--- config.mk ---
export PLATFORM = sky130hd
export DESIGN_NAME = ex_mem_reg
export DESIGN_NICKNAME = d
export VERILOG_FILES = /design/src/rtl/ex_mem_reg.sv
export SDC_FILE = /design/constraint.sdc
export NUM_CORES = 1
export LEC_CHECK = 0
export ABC_AREA = 1
export CAP_MARGIN = 20
export CORE_UTILIZATION = 45
export DETAILED_ROUTE_END_ITERATION = 10
export DONT_BUFFER_PORTS = 1
export MAX_ROUTING_LAYER = met4
export PLACE_DENSITY = 0.7
export SETUP_SLACK_MARGIN = 0.1
export SYNTH_ARGS = -nofsm -noshare
export SYNTH_HDL_FRONTEND = slang
export SYNTH_SLANG_ARGS = --single-unit
--- constraint.sdc ---
create_clock -name clk -period 1.7 [get_ports clk]
set_input_delay 0.255 -clock clk [delete_from_list [all_inputs] [get_ports clk]]
set_output_delay 0.255 -clock clk [all_outputs]
set_load 0.02 [all_outputs]
--- src/rtl/ex_mem_reg.sv ---
// ex_mem_reg: pipeline register between the execute and memory stages.
// It captures the ALU result, the store data and the memory/writeback controls
// on each enabled edge. It holds its contents on a stall and loads an all-zero
// bubble on a flush. It suppresses misaligned loads and stores before they
// reach data memory. It forwards writeback-stage results into the store data,
// so that a load followed by a dependent store writes the correct value.
//
// Ports:
//   clk, rst            clock (rising edge) and asynchronous active-low reset
//   en, flush           0 = stall (hold); flush inserts a bubble and wins over en
//   *_ex                execute-stage operands and controls
//   wb_rd, wb_reg_file_wb, wb_data
//                       writeback-stage register write, used for store-data forwarding
//   *_mem               registered memory-stage outputs
//   mem_addr_mem        low ADDR_W bits of the registered ALU result
//   misalign_mem        the instruction now in MEM had a misaligned access
module ex_mem_reg #(
  parameter int unsigned ADDR_W = 10
) (
  input  logic              clk,
  input  logic              rst,
  input  logic              en,
  input  logic              flush,
  input  logic [31:0]       alu_result_ex,
  input  logic [31:0]       rs2_data_ex,
  input  logic [4:0]        rs2_ex,
  input  logic [4:0]        rd_ex,
  input  logic              mem_write_ex,
  input  logic              memtoreg_ex,
  input  logic [2:0]        mem_load_type_ex,
  input  logic [1:0]        mem_store_type_ex,
  input  logic              wb_reg_file_ex,
  input  logic [4:0]        wb_rd,
  input  logic              wb_reg_file_wb,
  input  logic [31:0]       wb_data,
  output logic [31:0]       alu_result_mem,
  output logic [ADDR_W-1:0] mem_addr_mem,
  output logic [31:0]       rs2_data_mem,
  output logic [4:0]        rd_mem,
  output logic              mem_write_mem,
  output logic              memtoreg_mem,
  output logic [2:0]        mem_load_type_mem,
  output logic [1:0]        mem_store_type_mem,
  output logic              wb_reg_file_mem,
  output logic              misalign_mem
);

  typedef enum logic [1:0] {
    SZ_BYTE = 2'd0,
    SZ_HALF = 2'd1,
    SZ_WORD = 2'd2
  } acc_size_t;

  acc_size_t   acc_size;
  logic        misalign_ex;
  logic [31:0] rs2_data_q;
  logic [4:0]  rs2_q;
  logic        fwd_hit;

  // The access size comes from the store type for stores and from the load
  // type otherwise. Unlisted encodings fall back to word.
  always_comb begin
    acc_size = SZ_WORD;
    if (mem_write_ex) begin
      case (mem_store_type_ex)
        2'b00:   acc_size = SZ_BYTE;
        2'b01:   acc_size = SZ_HALF;
        default: acc_size = SZ_WORD;
      endcase
    end else begin
      case (mem_load_type_ex)
        3'b000, 3'b100: acc_size = SZ_BYTE;
        3'b001, 3'b101: acc_size = SZ_HALF;
        default:        acc_size = SZ_WORD;
      endcase
    end
  end

  always_comb begin
    misalign_ex = 1'b0;
    if (mem_write_ex || memtoreg_ex) begin
      case (acc_size)
        SZ_HALF: misalign_ex = alu_result_ex[0];
        SZ_WORD: misalign_ex = (alu_result_ex[1:0] != 2'b00);
        default: misalign_ex = 1'b0;
      endcase
    end
  end

  always_ff @(posedge clk or negedge rst) begin
    if (!rst) begin
      alu_result_mem     <= '0;
      rs2_data_q         <= '0;
      rs2_q              <= '0;
      rd_mem             <= '0;
      mem_write_mem      <= 1'b0;
      memtoreg_mem       <= 1'b0;
      mem_load_type_mem  <= '0;
      mem_store_type_mem <= '0;
      wb_reg_file_mem    <= 1'b0;
      misalign_mem       <= 1'b0;
    end else if (flush) begin
      alu_result_mem     <= '0;
      rs2_data_q         <= '0;
      rs2_q              <= '0;
      rd_mem             <= '0;
      mem_write_mem      <= 1'b0;
      memtoreg_mem       <= 1'b0;
      mem_load_type_mem  <= '0;
      mem_store_type_mem <= '0;
      wb_reg_file_mem    <= 1'b0;
      misalign_mem       <= 1'b0;
    end else if (en) begin
      alu_result_mem     <= alu_result_ex;
      rs2_data_q         <= rs2_data_ex;
      rs2_q              <= rs2_ex;
      rd_mem             <= rd_ex;
      mem_write_mem      <= mem_write_ex & ~misalign_ex;
      memtoreg_mem       <= memtoreg_ex & ~misalign_ex;
      mem_load_type_mem  <= mem_load_type_ex;
      mem_store_type_mem <= mem_store_type_ex;
      // A misaligned load must not write back. A misaligned store keeps its
      // (normally zero) writeback flag.
      wb_reg_file_mem    <= wb_reg_file_ex & ~(misalign_ex & memtoreg_ex);
      misalign_mem       <= misalign_ex;
    end
  end

  assign mem_addr_mem = alu_result_mem[ADDR_W-1:0];

  // mem_write_mem is already cleared for a misaligned store, so a suppressed
  // store never forwards.
  assign fwd_hit = mem_write_mem & wb_reg_file_wb & (wb_rd != 5'd0) & (wb_rd == rs2_q);
  assign rs2_data_mem = fwd_hit ? wb_data : rs2_data_q;

endmodule

==> results by group, run 1 <==
Global routing
  • Met2 GRT Util: 35.90%
  • First-pass GRT wire length: 16060 um
  • GRT Max-Usage Layer: met2
  • Number of global-route vias before repair: 3292
  • Routing usage on met3: 5.683%
  • Largest net degree at the start of global routing: 84
  • Total track usage: 22.29%
  • Met1 Use GR: 27.14%
  • Initial antenna violation count: 1
  • GRT overflow: 0

Worst setup path
  • Critical R2R Launch: alu_result_mem[0]
  • Crit-path slowest cell: dfrtp_1
  • Required @ worst endpoint: 1440 ps
  • Critical Path End: rs2_data_mem[9]
  • CP cell instances: inv_2 > nand2_1 > nand2_1 > nand3_2 > nor2_4 > buf_12 > nand3_1 > nand2_2
  • FF-to-FF End: alu_result_mem[0]
  • Crit. path cell count: 8
  • Crit-path leading delay family: simple AND/OR/NAND/NOR gates
  • Largest stage delay on the critical path: 410 ps
  • Crit path from: rs2_q[3]
  • CP arrival: 1600 ps
  • Crit path max fanout: 32
  • Most used cell, CP: nand2_1
  • Worst R2R Path Depth: 2
  • CP Buf/Inv Count: 2
  • Critical path endpoint category: primary output
  • R2r setup slk: 770 ps
  • Startpoint Class: flop
  • Setup CP Type: flop to primary output

Power
  • Reg power frac: 54.5%
  • Pint: 0.002923 W
  • Power per cell area: 900.9 nW/um^2
  • Leakage: 2.437 nW
  • VDD IR max: 0.4301 mV
  • Logic pwr share: 11.2%
  • Clock power share: 34.3%
  • Switching Share: 29.38%
  • Psw: 0.001216 W

Clock tree
  • Clock slew at reported path FFs: 90 ps
  • Post-CTS setup buffers: 0
  • H-Tree Level Count: 3
  • Cts bufs inserted: 9
  • CTS tree: built
  • Clock Sink Count: 83
  • Worst-Skew Late Latency: 340 ps
  • Hold Buf Count CTS: 18
  • CTS Buffer Depth: 2
  • Root buffer cell: clkbuf_8

Detailed routing
  • Routed wire per std cell: 16.12 um
  • DR vias: 3471
  • Detailed-route DRC error count: 34
  • First-pass DRT Iterations: 10
  • Vias/cell: 5.440
  • Total routed wirelength: 10290 um
  • Antenna-violating nets left: 0
  • DR iter-0 viols: 205

Run status
  • Failing checks: DRC, hold timing, setup timing
  • Status: finished, violations left

Die
  • # rows: 34
  • Top Ports: 212
  • CORE AREA: 8806 um^2
  • Die Y-Extent: 97.72 um
  • Die width: 97.72 um
  • Die ar.: 9548 um^2
  • Starting Density: 46.82%

Synth
  • Mapped Cells: 528
  • Top-count cell post-synth: nand2_1
  • Main synth FF type: dfrtp_1
  • Post-Synthesis Cell Area: 4123 um^2
  • Post-synth ARST share: 100.0%
  • Synth unique cells: 24
  • EDFF count, synth: 0
  • Cell taking the most area after synthesis: dfrtp_1
  • Top cell type's share of synthesized area: 50.38%
  • Post-synth net total: 654
  • Synth Register Bits: 83
  • Synth top area cells: dfrtp_1, nand2_1, nand3_1
  • Commonest cells post-synth: nand2_1, nand3_1, dfrtp_1
  • Syn avg cell area: 7.808 um^2
  • Synth warn: 0
  • Seq/Total Area, Yosys: 50.38%

Timing
  • RSZ-0062 raised after global routing: true
  • Setup TNS: -4376 ps
  • Least-Margin Pin Slew: 450.5 ps
  • Max-slew violations: 0
  • Relative max-transition margin: 69.97%
  • Fin crit period: 1859 ps
  • Worst hold slack: -404.1 ps
  • Clock skew: 0 ps
  • Fmax: 538.0 MHz
  • Tcrit/Tclk final: 109.3%
  • Setup WS post-layout: -158.6 ps
  • Endpoints failing setup: 32
  • Final Hold Viols: 83

Layout
  • Area Overhead vs Synth: 11.44%
  • Final nets: 650
  • Layout cells sized above 1: 14.93%

Min path
  • Hold Path Class: input port to async pin

Place
  • DP HPWL: 6923 um
  • PortBufs: 0
  • Routability cong.: 0.9047

Run
  • Number of max-cap violations: 0
==> metrics by stage <==
stage | cells | util [%] | cell area (um^2) | power [W] | setup WS (ps)
floorplan | 528 | - | 4123 | 0.002630 | 173.3
finish | 638 | 52.17 | 4594 | 0.004139 | -158.6
CTS | 637 | 52.06 | 4584 | 0.004193 | -167.9
global route | 638 | 52.17 | 4594 | 0.004326 | -270.7
global placement | 603 | 46.76 | 4118 | 0.002695 | 214.5
detailed placement | 603 | 46.76 | 4118 | 0.002708 | 174.0
==> layout by cell type (no fill, tap or decap) <==
master         synthesis  layout
nand3_1              113     113
diode_2                0       1
nor2_4                 3       3
dfrtp_1               83      83
o22ai_1                1       1
ha_1                   2       2
buf_4                 10       5
inv_2                  3       4
nand2_2                3      39
nand4_1                1       1
nand3_2                1       1
nand2_4                1       1
clkinv_1               1       1
dlygate4sd3_1          0      18
buf_12                 0       5
clkinvlp_4             0       2
nor2_2                 2       2
clkinv_2               0       1
nand4_2                1       1
clkbuf_8               0       9
a21o_1                 1       1
clkinv_4               0       1
a21oi_2                0       1
nor2_1                 5       5
bufinv_16              0       1
inv_1                 19      18
nand4_4                1       1
inv_6                  0       2
nand2_1              231     195
o21ai_0               12      12
==> worst register-to-register path: stages, from the launching register on <==
cell	delay (ps)
dfrtp_1	620
nand3_1	140
o21ai_0	100
==> logic make-up after synthesis <==
group           Yosys count  share of synthesized area, %
simple gates            362                         38.27
flops                    83                         50.38
buf+inv                  66                         8.831
compound gates           15                         1.912
fa+ha+maj                 2                        0.6069
==> state kept, by name, summed over array words and instances, names as in the netlist <==
register and count:
wb_reg_file_mem 1, mem_store_type_mem 2, rs2_data_q 32, mem_write_mem 1
mem_load_type_mem 3, memtoreg_mem 1, misalign_mem 1, rd_mem 5
rs2_q 5, alu_result_mem 32
==> cell type report <==
type | instances | area, um^2
timing repair buffer | 28 | 317.8
clock inverter | 7 | 76.32
fill | 840 | 4212
tap | 108 | 135.1
sequential | 83 | 2077
multi-input combinational | 379 | 1775
antenna | 1 | 2.502
clock buffer | 9 | 123.9
inverter | 23 | 86.33
==> how the worst min path moves through the flow <==
| stage | from | endpoint | slack [ps] | cells after the start |
|---|---|---|---|---|
| floorplan | rst | alu_result_mem[0] | -40 | 0 |
| global placement | rst | rs2_data_q[22] | -40 | 0 |
| detailed placement | rst | rs2_data_q[22] | -40 | 0 |
| CTS | rst | rs2_data_q[22] | -430 | 0 |
| global route | rst | rs2_q[1] | -440 | 0 |
| finish | rst | rs2_data_q[22] | -400 | 0 |
==> layer usage <==
metal | wire [um] | vias to the layer above
met4 | 244 | 0
li1 | - | 1664
met2 | 4798 | 182
met5 | 0 | -
met3 | 908 | 22
met1 | 4335 | 1603
==> timing repair <==
item / 4_1_cts / 5_1_grt
pin swaps: 2 / 2
gates resized for setup: 35 / 3
endpoints found under the hold margin: 101 / 83
endpoints found under the setup margin: 32 / 32
==> power groups by stage <==
stage | clock, W | combinational (W) | sequential, W
after floorplan | 0 | 0.000377 | 0.00225
after global placement | 0 | 0.000404 | 0.00229
after detailed placement | 0 | 0.000417 | 0.00229
after CTS | 0.00148 | 0.000462 | 0.00226
after global routing | 0.00154 | 0.000514 | 0.00227
final | 0.00142 | 0.000465 | 0.00226
Note: power is estimated with default switching activity, not from simulation.
==> run 2: changes to the inputs <==
==> constraint.sdc (replaced) <==
create_clock -name clk -period 2.36 [get_ports clk]
set_input_delay 0.354 -clock clk [delete_from_list [all_inputs] [get_ports clk]]
set_output_delay 0.354 -clock clk [all_outputs]
set_load 0.02 [all_outputs]
==> run 2 against run 1 <==
  * Sequential share of layout area grew 2.5 points
  * Sequential power shrank 28%
  * Routed wire length grew 3.0%
  * Clock skew is the same
  * Highest routed layer unchanged
  * Design area shrank 5.2%
  * Die area is the same
  * Worst hold slack gained 92 ps
  * Critical path type unchanged
  * The run ends with DRC, hold timing left
  * Non-clock buffer count shrank 18
  * Power shrank 25%
  * First-iteration DRC count shrank 16%
==> results by group, run 2 (synthesized netlist as in run 1, its figures left out) <==
Clock tree
  • Root buffer cell: clkbuf_8 (unchanged)
  • CTS Buffer Depth: 2 (unchanged)
  • Clock Sink Count: 83 (unchanged)
  • Cts bufs inserted: 9 (unchanged)
  • H-Tree Level Count: 3 (unchanged)
  • CTS tree: built (unchanged)
  • Clock slew at reported path FFs: 90 ps (about the same)
  • Worst-Skew Late Latency: 330 ps (was 340 ps)

Die
  • Starting Density: 46.82% (unchanged)
  • Die ar.: 9548 um^2 (unchanged)
  • Top Ports: 212 (unchanged)
  • CORE AREA: 8806 um^2 (unchanged)
  • Die Y-Extent: 97.72 um (unchanged)
  • Die width: 97.72 um (unchanged)
  • # rows: 34 (unchanged)

Detailed routing
  • Total routed wirelength: 10600 um (was 10290 um)
  • DR iter-0 viols: 172 (was 205)
  • Antenna-violating nets left: 0 (unchanged)
  • DR vias: 3460 (was 3471)
  • First-pass DRT Iterations: 9 (was 10)
  • Routed wire per std cell: 17.07 um (was 16.12 um)
  • Detailed-route DRC error count: 34 (unchanged)
  • Vias/cell: 5.572 (was 5.440)

Worst setup path
  • Crit path max fanout: 16 (was 32)
  • CP arrival: 1830 ps (was 1600 ps)
  • Required @ worst endpoint: 2010 ps (was 1440 ps)
  • Startpoint Class: flop (unchanged)
  • Setup CP Type: flop to primary output (unchanged)
  • R2r setup slk: 1420 ps (was 770 ps)
  • FF-to-FF End: alu_result_mem[1] (was alu_result_mem[0])
  • Critical R2R Launch: alu_result_mem[1] (was alu_result_mem[0])
  • Worst R2R Path Depth: 2 (unchanged)
  • Critical path endpoint category: primary output (unchanged)
  • Crit path from: rs2_q[0] (was rs2_q[3])

Layout
  • Commonest cells after routing, fill and taps aside: nand2_1, nand3_1, dfrtp_1 (unchanged)
  • Final nets: 634 (was 650)
  • Biggest regs: alu_result_mem x32, rs2_data_q x32 (unchanged)
  • Commonest non-fill, non-tap cell in the layout: nand2_1 (unchanged)
  • Diode count: 0 (was 1)
  • Final core utilization: 49.47% (was 52.17%)
  • Layout cells sized above 1: 8.577% (was 14.93%)
  • Area Overhead vs Synth: 5.675% (was 11.44%)

Power
  • Leakage: 2.387 nW (was 2.437 nW)
  • Power per cell area: 711.7 nW/um^2 (was 900.9 nW/um^2)
  • Psw: 0.0008647 W (was 0.001216 W)
  • Clock power share: 37.9% (was 34.3%)
  • Reg power frac: 52.5% (was 54.5%)
  • Pint: 0.002236 W (was 0.002923 W)
  • Switching Share: 27.89% (was 29.38%)
  • Logic pwr share: 9.7% (was 11.2%)
  • VDD IR max: 0.4421 mV (was 0.4301 mV)

Place
  • Placement Setup Slack: 491.6 ps (was 174.0 ps)
  • DP HPWL: 7016 um (was 6923 um)
  • Routability cong.: 0.9060 (was 0.9047)
  • PortBufs: 0 (unchanged)

Timing
  • Setup TNS: 0 ps (was -4376 ps)
  • Endpoints failing setup: 0 (was 32)
  • Least-Margin Pin Slew: 566.4 ps (was 450.5 ps)
  • Fmax: 457.0 MHz
  • Relative max-transition margin: 62.19% (was 69.97%)
  • Final Hold Viols: 83 (unchanged)
  • RSZ-0062 raised after global routing: true (unchanged)
  • Clock skew: 0 ps (unchanged)
  • Worst hold slack: -312.4 ps (was -404.1 ps)
  • Max-slew violations: 0 (unchanged)
  • Fin crit period: 2188 ps
  • Setup WS post-layout: 171.6 ps (was -158.6 ps)
  • Tcrit/Tclk final: 92.73%

Run status
  • Status: finished, violations left (unchanged)
  • Failing checks: DRC, hold timing (was DRC, hold timing, setup timing)

Global routing
  • Number of global-route vias before repair: 3338 (was 3292)
  • GRT overflow: 0 (unchanged)
  • First-pass GRT wire length: 15990 um (was 16060 um)
  • Initial antenna violation count: 0 (was 1)
  • Largest net degree at the start of global routing: 84 (unchanged)
  • Total track usage: 21.97% (was 22.29%)

Run
  • Number of max-cap violations: 0 (unchanged)

Min path
  • Hold Path Class: input port to async pin (unchanged)
==> run 2: metal layers <==
layer / track usage [%] / routed length (um)
met5: - / 0
met4: 8.392 / 290
met3: 5.971 / 1005
met2: 34.75 / 4882
met1: 26.88 / 4420
==> run 2: how the worst max path moves through the flow <==
stage                            end  slack (ps)  depth (start not counted)
floorplan           rs2_data_mem[10]         730                          7
global placement    rs2_data_mem[29]         490                          5
detailed placement  rs2_data_mem[29]         490                          5
CTS                 rs2_data_mem[29]         100                          7
global route        rs2_data_mem[30]          90                          8
finish              rs2_data_mem[29]         170                          8
==> run 2: metrics by stage <==
step | total power (W) | area (um^2) | std cells | hold slack, ps
after detailed placement | 0.001941 | 4048 | 602 | 60.19
final | 0.003101 | 4357 | 621 | -312.4
after global placement | 0.001932 | 4048 | 602 | 60.79
after floorplan | 0.001894 | 4123 | 528 | 58.41
after global routing | 0.003237 | 4357 | 621 | -342.6
after CTS | 0.003119 | 4288 | 618 | -331.4
==> run 2: cell type report <==
cell class                      instances  area (um^2)
Inverter                               23        86.33
Clock inverter                          5        85.08
Multi-Input combinational cell        381         1729
Clock buffer                           11        151.4
Fill cell                             870         4449
Timing Repair Buffer                   10        91.34
Tap cell                              108        135.1
Sequential cell                        83         2078
==> run 2: worst max-delay path: stages, from the launching register on <==
cell and delay [ps]:
dfrtp_1 370, inv_1 70, nand2_2 80, nand2_1 60, nor2_2 350, nand4_4 150
buf_12 180, nand2_1 80, nand2_1 150
==> run 2: what timing repair did <==
action | in CTS | in global routing
buffers inserted | 0 | 1
resized for setup | 1 | 4
pin swaps | 1 | 2
endpoints found under the setup margin | 4 | 32
hold endpoints to repair | 83 | 83
cloned | 0 | 2
==> run 2: power by group through the flow <==
stage / Clock (W) / Combinational (W) / Sequential [W]
global route: 0.00127 / 0.000335 / 0.00164
CTS: 0.00120 / 0.000289 / 0.00163
detailed placement: 0 / 0.000290 / 0.00165
finish: 0.00117 / 0.000300 / 0.00163
floorplan: 0 / 0.000271 / 0.00162
global placement: 0 / 0.000280 / 0.00165
